==> src/rtl/hex_display_scheduler.sv <==
// Round-robin time-sharing of the two-digit hex display among four byte requesters.
// Optional HEX_SCHED_FREEZE_EN adds a freeze input that holds the current slot.
module hex_display_scheduler #(
  parameter int DWELL_CYCLES = 50000000,
  parameter int CNT_W        = 26
) (
  input  logic        clk,
  input  logic        reset,
  input  logic [3:0]  req,
  input  logic [31:0] values,
`ifdef HEX_SCHED_FREEZE_EN
  input  logic        freeze,
`endif
  output logic [7:0]  disp_value,
  output logic [1:0]  disp_src,
  output logic        disp_valid,
  output logic [3:0]  grant,
  output logic        slot_start
);

  typedef enum logic {IDLE, SHOW} state_e;

  localparam logic [CNT_W-1:0] LAST_CNT = CNT_W'(DWELL_CYCLES - 1);

  state_e           state_q, state_d;
  logic [CNT_W-1:0] cnt_q, cnt_d;
  logic [1:0]       last_q, last_d;
  logic [3:0]       grant_q, grant_d;
  logic [1:0]       src_q, src_d;
  logic             valid_q, valid_d;
  logic [7:0]       value_q, value_d;
  logic             slot_start_q, slot_start_d;

  logic             frz;
  logic             win_ok;
  logic [1:0]       win_idx;
  logic             expire;
  logic             drop;

`ifdef HEX_SCHED_FREEZE_EN
  assign frz = freeze && (state_q == SHOW);
`else
  assign frz = 1'b0;
`endif

  // Search order starts just after the last winner and ends on it.
  always_comb begin
    win_ok  = 1'b0;
    win_idx = 2'd0;
    for (int k = 1; k <= 4; k++) begin
      if (!win_ok && req[last_q + 2'(k)]) begin
        win_ok  = 1'b1;
        win_idx = last_q + 2'(k);
      end
    end
  end

  assign expire = (cnt_q == LAST_CNT) && !frz;
  assign drop   = !req[src_q];

  always_comb begin
    // NOTE: every always_comb output gets a default first so no path can infer a latch.
    state_d      = state_q;
    cnt_d        = cnt_q;
    last_d       = last_q;
    grant_d      = grant_q;
    src_d        = src_q;
    valid_d      = valid_q;
    value_d      = value_q;
    slot_start_d = 1'b0;

    if (state_q == IDLE || expire || drop) begin
      if (win_ok) begin
        state_d      = SHOW;
        cnt_d        = '0;
        last_d       = win_idx;
        grant_d      = 4'b0001 << win_idx;
        src_d        = win_idx;
        valid_d      = 1'b1;
        value_d      = values[{win_idx, 3'b000} +: 8];
        slot_start_d = 1'b1;
      end else begin
        // disp_value deliberately keeps its last byte when going idle.
        state_d = IDLE;
        cnt_d   = '0;
        grant_d = 4'b0000;
        src_d   = 2'd0;
        valid_d = 1'b0;
      end
    end else if (!frz) begin
      cnt_d   = cnt_q + 1'b1;
      value_d = values[{src_q, 3'b000} +: 8];
    end
  end

  always_ff @(posedge clk) begin
    // NOTE: sequential state uses non-blocking assignments so all flops update together.
    if (reset) begin
      state_q      <= IDLE;
      cnt_q        <= '0;
      last_q       <= 2'd3;
      grant_q      <= 4'b0000;
      src_q        <= 2'd0;
      valid_q      <= 1'b0;
      value_q      <= 8'h00;
      slot_start_q <= 1'b0;
    end else begin
      state_q      <= state_d;
      cnt_q        <= cnt_d;
      last_q       <= last_d;
      grant_q      <= grant_d;
      src_q        <= src_d;
      valid_q      <= valid_d;
      value_q      <= value_d;
      slot_start_q <= slot_start_d;
    end
  end

  assign disp_value = value_q;
  assign disp_src   = src_q;
  assign disp_valid = valid_q;
  assign grant      = grant_q;
  assign slot_start = slot_start_q;

endmodule

==> config.mk <==
export PLATFORM = sky130hd
export DESIGN_NAME = hex_display_scheduler
export DESIGN_NICKNAME = d
export VERILOG_FILES = /design/src/rtl/hex_display_scheduler.sv
export SDC_FILE = /design/constraint.sdc
export NUM_CORES = 1
export LEC_CHECK = 0
export CAP_MARGIN = 40
export CELL_PAD_IN_SITES_DETAIL_PLACEMENT = 1
export CELL_PAD_IN_SITES_GLOBAL_PLACEMENT = 1
export CORE_ASPECT_RATIO = 1.2
export CORE_MARGIN = 1
export CORE_UTILIZATION = 39
export DETAILED_ROUTE_END_ITERATION = 8
export HOLD_SLACK_MARGIN = 0.15
export PLACE_DENSITY = 0.95
export SETUP_SLACK_MARGIN = 0.5
export SYNTH_ARGS = -nofsm -noshare
export SYNTH_HDL_FRONTEND = slang
export SYNTH_SLANG_ARGS = --single-unit
==> constraint.sdc <==
create_clock -name clk -period 5.2 [get_ports clk]
set_clock_uncertainty 0.2 [all_clocks]
set_input_delay 0.78 -clock clk [delete_from_list [all_inputs] [get_ports clk]]
set_output_delay 0.78 -clock clk [all_outputs]
set_load 0.05 [all_outputs]
# --- Yosys cells after proc, flatten, opt, wreduce, memory -nomap -nowiden ---
# Index checks and enable logic that the tools add are counted.
word_totals:
  reg_bits: 44
  latchBits: 0
  ramBits: 0
  rom_bits: 0
  input_bits: 38
  wordCells: 58
  mem_count: 0
classes:
  addsub: 4
  multipliers: 0
  div_mod_pow: 0
  magnitude_cmp: 5
  n_eq_ne: 2
  n_shift: 3
  muxes: 23
  n_bitwise: 2
  reduce_logical: 12
ops:
  columns: ["operator", "count"]
  rows:
  - ["indexed part select 32 x 6 -> 8 bit", 2]
  - ["adder 26 x 1 -> 26 bit (second input constant)", 1]
  - ["== test 26 bit (second input constant)", 1]
  - ["2-to-1 mux 8 bit", 2]
  - ["less-than comparator 2 x 3 -> 1 bit (second input constant)", 5]
  - ["binary-select mux 1 bit (select 2 bit)", 5]
  - ["2-to-1 mux 1 bit", 10]
  - ["2-to-1 mux 2 bit", 5]
  - ["adder 2 bit (second input constant)", 2]
  - ["logical NOT 1 bit", 4]
  - ["2-to-1 mux 4 bit", 1]
  - ["OR reduction 2 bit", 2]
  - ["left shift 1 x 2 -> 4 bit (first input constant)", 1]
  - ["logical AND 1 bit", 3]
  - ["adder 2 x 1 -> 2 bit (second input constant)", 1]
  - ["logical OR 1 bit", 2]
  - ["inequality test 2 bit (second input constant)", 1]
  - ["inverter 1 bit", 2]
  - ["AND reduction 2 bit", 1]

# --- Longest topological paths before layout ---
logic_depth:
  word_depth: 16
  ltp_mapped: 8
  mapped_depth_nobuf: 7

# --- Worst setup path before layout ---
# OpenSTA, ideal clock, no wires.
synth_path:
  path_type: "in2reg"
  from: "input req[3]"
  to: "register value_q[0] (netlist: disp_value[0])"
  setup_ns: 0.137
  t_arrival_ns: 2.156
  t_required_ns: 4.863
  path_slack_ns: 2.707
  stages: 6
  cell_sequence: "and3b_1 o32ai_1 o2bb2ai_4 buf_12 mux2i_1 o221ai_1"
synth_via:
  elab_chain_len: 15
  word_cells_on_any_way: 30
synth_lines:
  columns: ["item", "line_no", "text"]
  rows:
  - ["start: declaration", "9", "input logic [3:0] req,"]
  - ["binary-select mux 1 bit (select 2 bit)", "51", "if (!win_ok && req[last_q + 2'(k)]) begin"]
  - ["2-to-1 mux 1 bit (not written as such)", "51", null]
  - ["2-to-1 mux 1 bit", "51", null]
  - ["logical NOT 1 bit", "51", null]
  - ["logical AND 1 bit", "51", null]
  - ["2-to-1 mux 1 bit", "51", null]
  - ["logical NOT 1 bit", "51", null]
  - ["logical AND 1 bit", "51", null]
  - ["2-to-1 mux 1 bit", "51", null]
  - ["logical NOT 1 bit", "51", null]
  - ["logical AND 1 bit", "51", null]
  - ["2-to-1 mux 2 bit", "51", null]
  - ["indexed part select 32 x 6 -> 8 bit", "80", "value_d = values[{win_idx, 3'b000} +: 8];"]
  - ["2-to-1 mux 8 bit", "73", "if (win_ok) begin"]
  - ["2-to-1 mux 8 bit", "72", "if (state_q == IDLE || expire || drop) begin"]
  - ["end signal: assignment", "114", "value_q <= value_d;"]
  - ["end: declaration", "31", "logic [7:0] value_q, value_d;"]
# Parallel ways exist; a longest one is shown, timed or not. The select of a mux whose other input is x is not followed.
# A chain may end at the register's enable or synchronous reset.

# --- Worst setup path after layout ---
layout_path:
  from: "input req[3]"
  to: "register value_q[2] (netlist: disp_value[2])"
# The elaborated chain is that of the path after synthesis.

==> results list <==
* Mapped Area: around 0.0021 sq mm
- Number of different library cells in the post-synthesis netlist: 39
- Largest delay contributor family on the critical path: compound AO/OA/AOI/OAI gates
- Yosys printed 0 warnings.
* Worst-case setup margin in the final layout: 2100 ps
- Of all nets on the critical path, the largest fanout is 17.
- Power spread over the standard cell area amounts to 310 mW/mm^2.
- Slowest cell on the critical path: sky130_fd_sc_hd__o32ai_1
* Growth of design area from synthesis to finish: 31.4%
* Height of the die: 82.2 um
- Setup violations remaining at the end of the flow were counted as 0.
- Sorting the synthesized cells by area gives the leading types as sky130_fd_sc_hd__dfxtp_1, sky130_fd_sc_hd__mux2i_1, sky130_fd_sc_hd__xor2_1.
- The flow ran to the end, and the final reports show no timing, DRC or antenna violations.
- Data arrives at the worst endpoint at roughly 3100 ps.
* Max Clk Rate: 0.323 GHz
- Summed over all layers, the global routing overflow is 0.
- Type of the worst setup path: input pin to flip-flop
- Counting the buffers created by CTS gives 5.
- The number of antenna violations at the first check in global routing came to 0.
- Sequential cell area fraction in the yosys report: 42.1%
- The die covers 0.00566 sq mm.
- Fraction of layout instances using a drive strength above 1: 3.53%
- Once the clock tree was built, the resizer swapped 0 gates to a different size.
- The congestion estimate from routability-driven global placement came to roughly 0.80.
* I/O Pins: 54
- Wire length of the first global-routing pass: about 9.7 mm
- DRC Markers: 0
- Filler cell count in the final layout: 578
- Net count after synthesis: around 270
* Max Buffers Root-to-Sink: 2
- Fin cells: around 340
* Post-synthesis cell type with the largest combined area: sky130_fd_sc_hd__dfxtp_1
- Number of DRC markers in iteration 0: 87
- Vias in the first global route: ~2200
* Async set-or-reset flop fraction in the synthesized netlist: 0%
- The final-report hold violation count was 0.
- Post-Route Setup TNS: 0 ps
- Counting both buffers and inverters, the worst setup path holds a total of 1.
* Slew at the pin closest to its max-slew limit: roughly 830 ps
- The synthesized design contains 0 enable-type register cells.
- Critical Path Source: req[3]
- Max_slew headroom: 44.6%
- Worst IR drop on VDD: between 150 and 200 uV
- Pins over their slew limit: 0
* Dominant register cell in the synthesized netlist: sky130_fd_sc_hd__dfxtp_1
* Cell Chain, Critical Path: clkdlybuf4s50_1 > and3b_1 > o32ai_1 > o2bb2ai_4 > mux2i_1 > o221ai_1
* Register bit total from synthesis: 44
- In this run the post-CTS setup repair buffer count came out at 0.
- Buffers on Ports: 53
* Reported leakage power: 1.01 nW
- Initial core utilization: 41.4%
* Startpoint of the most critical register-to-register path: cnt_q[0]
- STA classifies the critical path endpoint as a flip-flop.
- In this run the most critical hold path is launched from grant[3].
- In this design, the stage delay of the slowest critical-path cell is 720 ps.
- Before CTS, the worst setup slack after placement is 1860 ps.
- Dividing the detail-routed wire length by the instance count gives 17.1 um.
- Maximum level of the CTS H-tree: 2
- Period minus WS final: 3100 ps
- Once detail routing completed, the nets flagged for antenna violations numbered 0.
- RSZ-0062 raised after global routing: no
- DR vias: 1923
- Final-stage net count: 321
- Power, Total: around 0.85 mW
- Hold repair after CTS inserted 0 buffers.
- Clock tree sinks: 44
- Total wire length: 5.88 mm
- After synthesis, the largest area contributor takes up 42.1% of total cell area.
- Clock tree synthesis selected as its root buffer the cell sky130_fd_sc_hd__clkbuf_8.
- After legalization and detailed placement, the total HPWL measured 4.39 mm.
- Post-synthesis average cell area: 9.17 sq um
- Clock-pin slew on the worst setup and hold paths: 80 ps
- Critical path startpoint category: input pin
* Count of mapped cells out of synthesis: 228
- Max-cap violations: 0
- The die is approximately 69 um wide.
* # placed instances: approximately 340
- Among all cell types in the netlist, the one instantiated most often is sky130_fd_sc_hd__dfxtp_1.
- Global routing usage summed across all routing layers: 23.2%
- Via density: 5.61
- The clock reaches the later pin of the worst-skew pair after 300 ps.
* Required time of the worst setup path: 5160 ps
- Placeable core region: 0.00504 sq mm
- The worst path uses roughly 60% of the clock period.
- Clock tree from TritonCTS: yes
- Number of search-and-repair iterations in the first detailed-routing pass: 4
- Entering global routing, the biggest net connects 26 pins.
- The number of antenna diodes in the final layout is 0.
- Type of the worst min-delay path: flip-flop to flip-flop
* Commonest cells in the synthesized netlist: sky130_fd_sc_hd__dfxtp_1, sky130_fd_sc_hd__nor2_1, sky130_fd_sc_hd__nand2_1, sky130_fd_sc_hd__mux2i_1, sky130_fd_sc_hd__xor2_1
- The floorplan has 28 rows.
## placed cells by master (no fill, tap or decap), drive strengths merged, types with 2 or more instances in the layout
cell type      instances
and4                   2
o221ai                 8
or3                    2
o211ai                 2
a22oi                  2
clkdlybuf4s50         53
inv                    4
nor3                   2
nor2b                  3
xnor2                  7
a211o                  2
o21ai                  2
nand4                  6
nand2b                 2
and3                   7
nor2                  36
nand2                 23
nor4                   2
dfxtp                 44
mux2i                 18
a21oi                  4
clkbuf                 8
nand3                 12
xor2                  17
## cell families after synthesis
group	Yosys count	synth area share, %
simple gates	104	24.6
flops	44	42.1
compound gates	27	11.4
xor+xnor	24	10.1
mux	18	8.62
buf+inv	10	2.57
fa+ha+maj	1	0.598
## path summary, 6_finish.rpt
| kind | endpoint | slack, ps | depth (start not counted) |
|---|---|---|---|
| max | disp_value[2] | 2100 | 6 |
| min | grant[3] | 260 | 2 |
| max reg2reg | disp_value[2] | 2430 | 7 |
| min reg2reg | grant[3] | 260 | 2 |
## routing by layer
metal	up-vias	global-route usage, %	part of all wire, %
met5	-	0	0
met4	0	8.98	2.2
met3	12	6.87	5.8
met2	60	43.5	54
met1	931	23.3	38
li1	920	-	-
## state kept, by name (all words and copies together) (netlist names)
| signal | flops |
|---|---|
| last_q | 2 |
| slot_start | 1 |
| cnt_q | 26 |
| disp_value | 8 |
| disp_valid | 1 |
| disp_src | 2 |
| grant | 4 |
## cell type report
class	instances	area, sq um	area share (%)
multi-input combinational	174	1160	42.1
timing repair buffer	53	531	19.3
sequential	44	881	32.1
tap	60	75.1	2.73
clock buffer	8	90.1	3.28
inverter	4	15.0	0.546
## report_power, final
group          leakage [nW]  total (mW)  internal, mW  switching (mW)
clock network        0.0455       0.223         0.108           0.114
registers             0.359       0.379         0.360          0.0186
logic                 0.603       0.249         0.101           0.147
## per-stage QoR
stage | instance area [sq um] | utilization, % | hold slack, ps
6_report | 2750 | 54.5 | 261
5_1_grt | 2750 | 54.5 | 308
4_1_cts | 2750 | 54.5 | 264
3_5_place_dp | 2660 | 52.7 | 252
3_3_place_gp | 2660 | 52.7 | 239
2_1_floorplan | 2090 | - | 226
## worst reg2reg max path, delay by kind of cell (launching register included)
kind,cells,cell delay (ps)
AO/OA/AOI/OAI,3,1160
flip-flops,1,380
AND/OR/NAND/NOR,2,340
multiplexers,1,310
adder cells (fa/ha/maj),1,240
No activity file was read; power rests on OpenSTA's default activity.
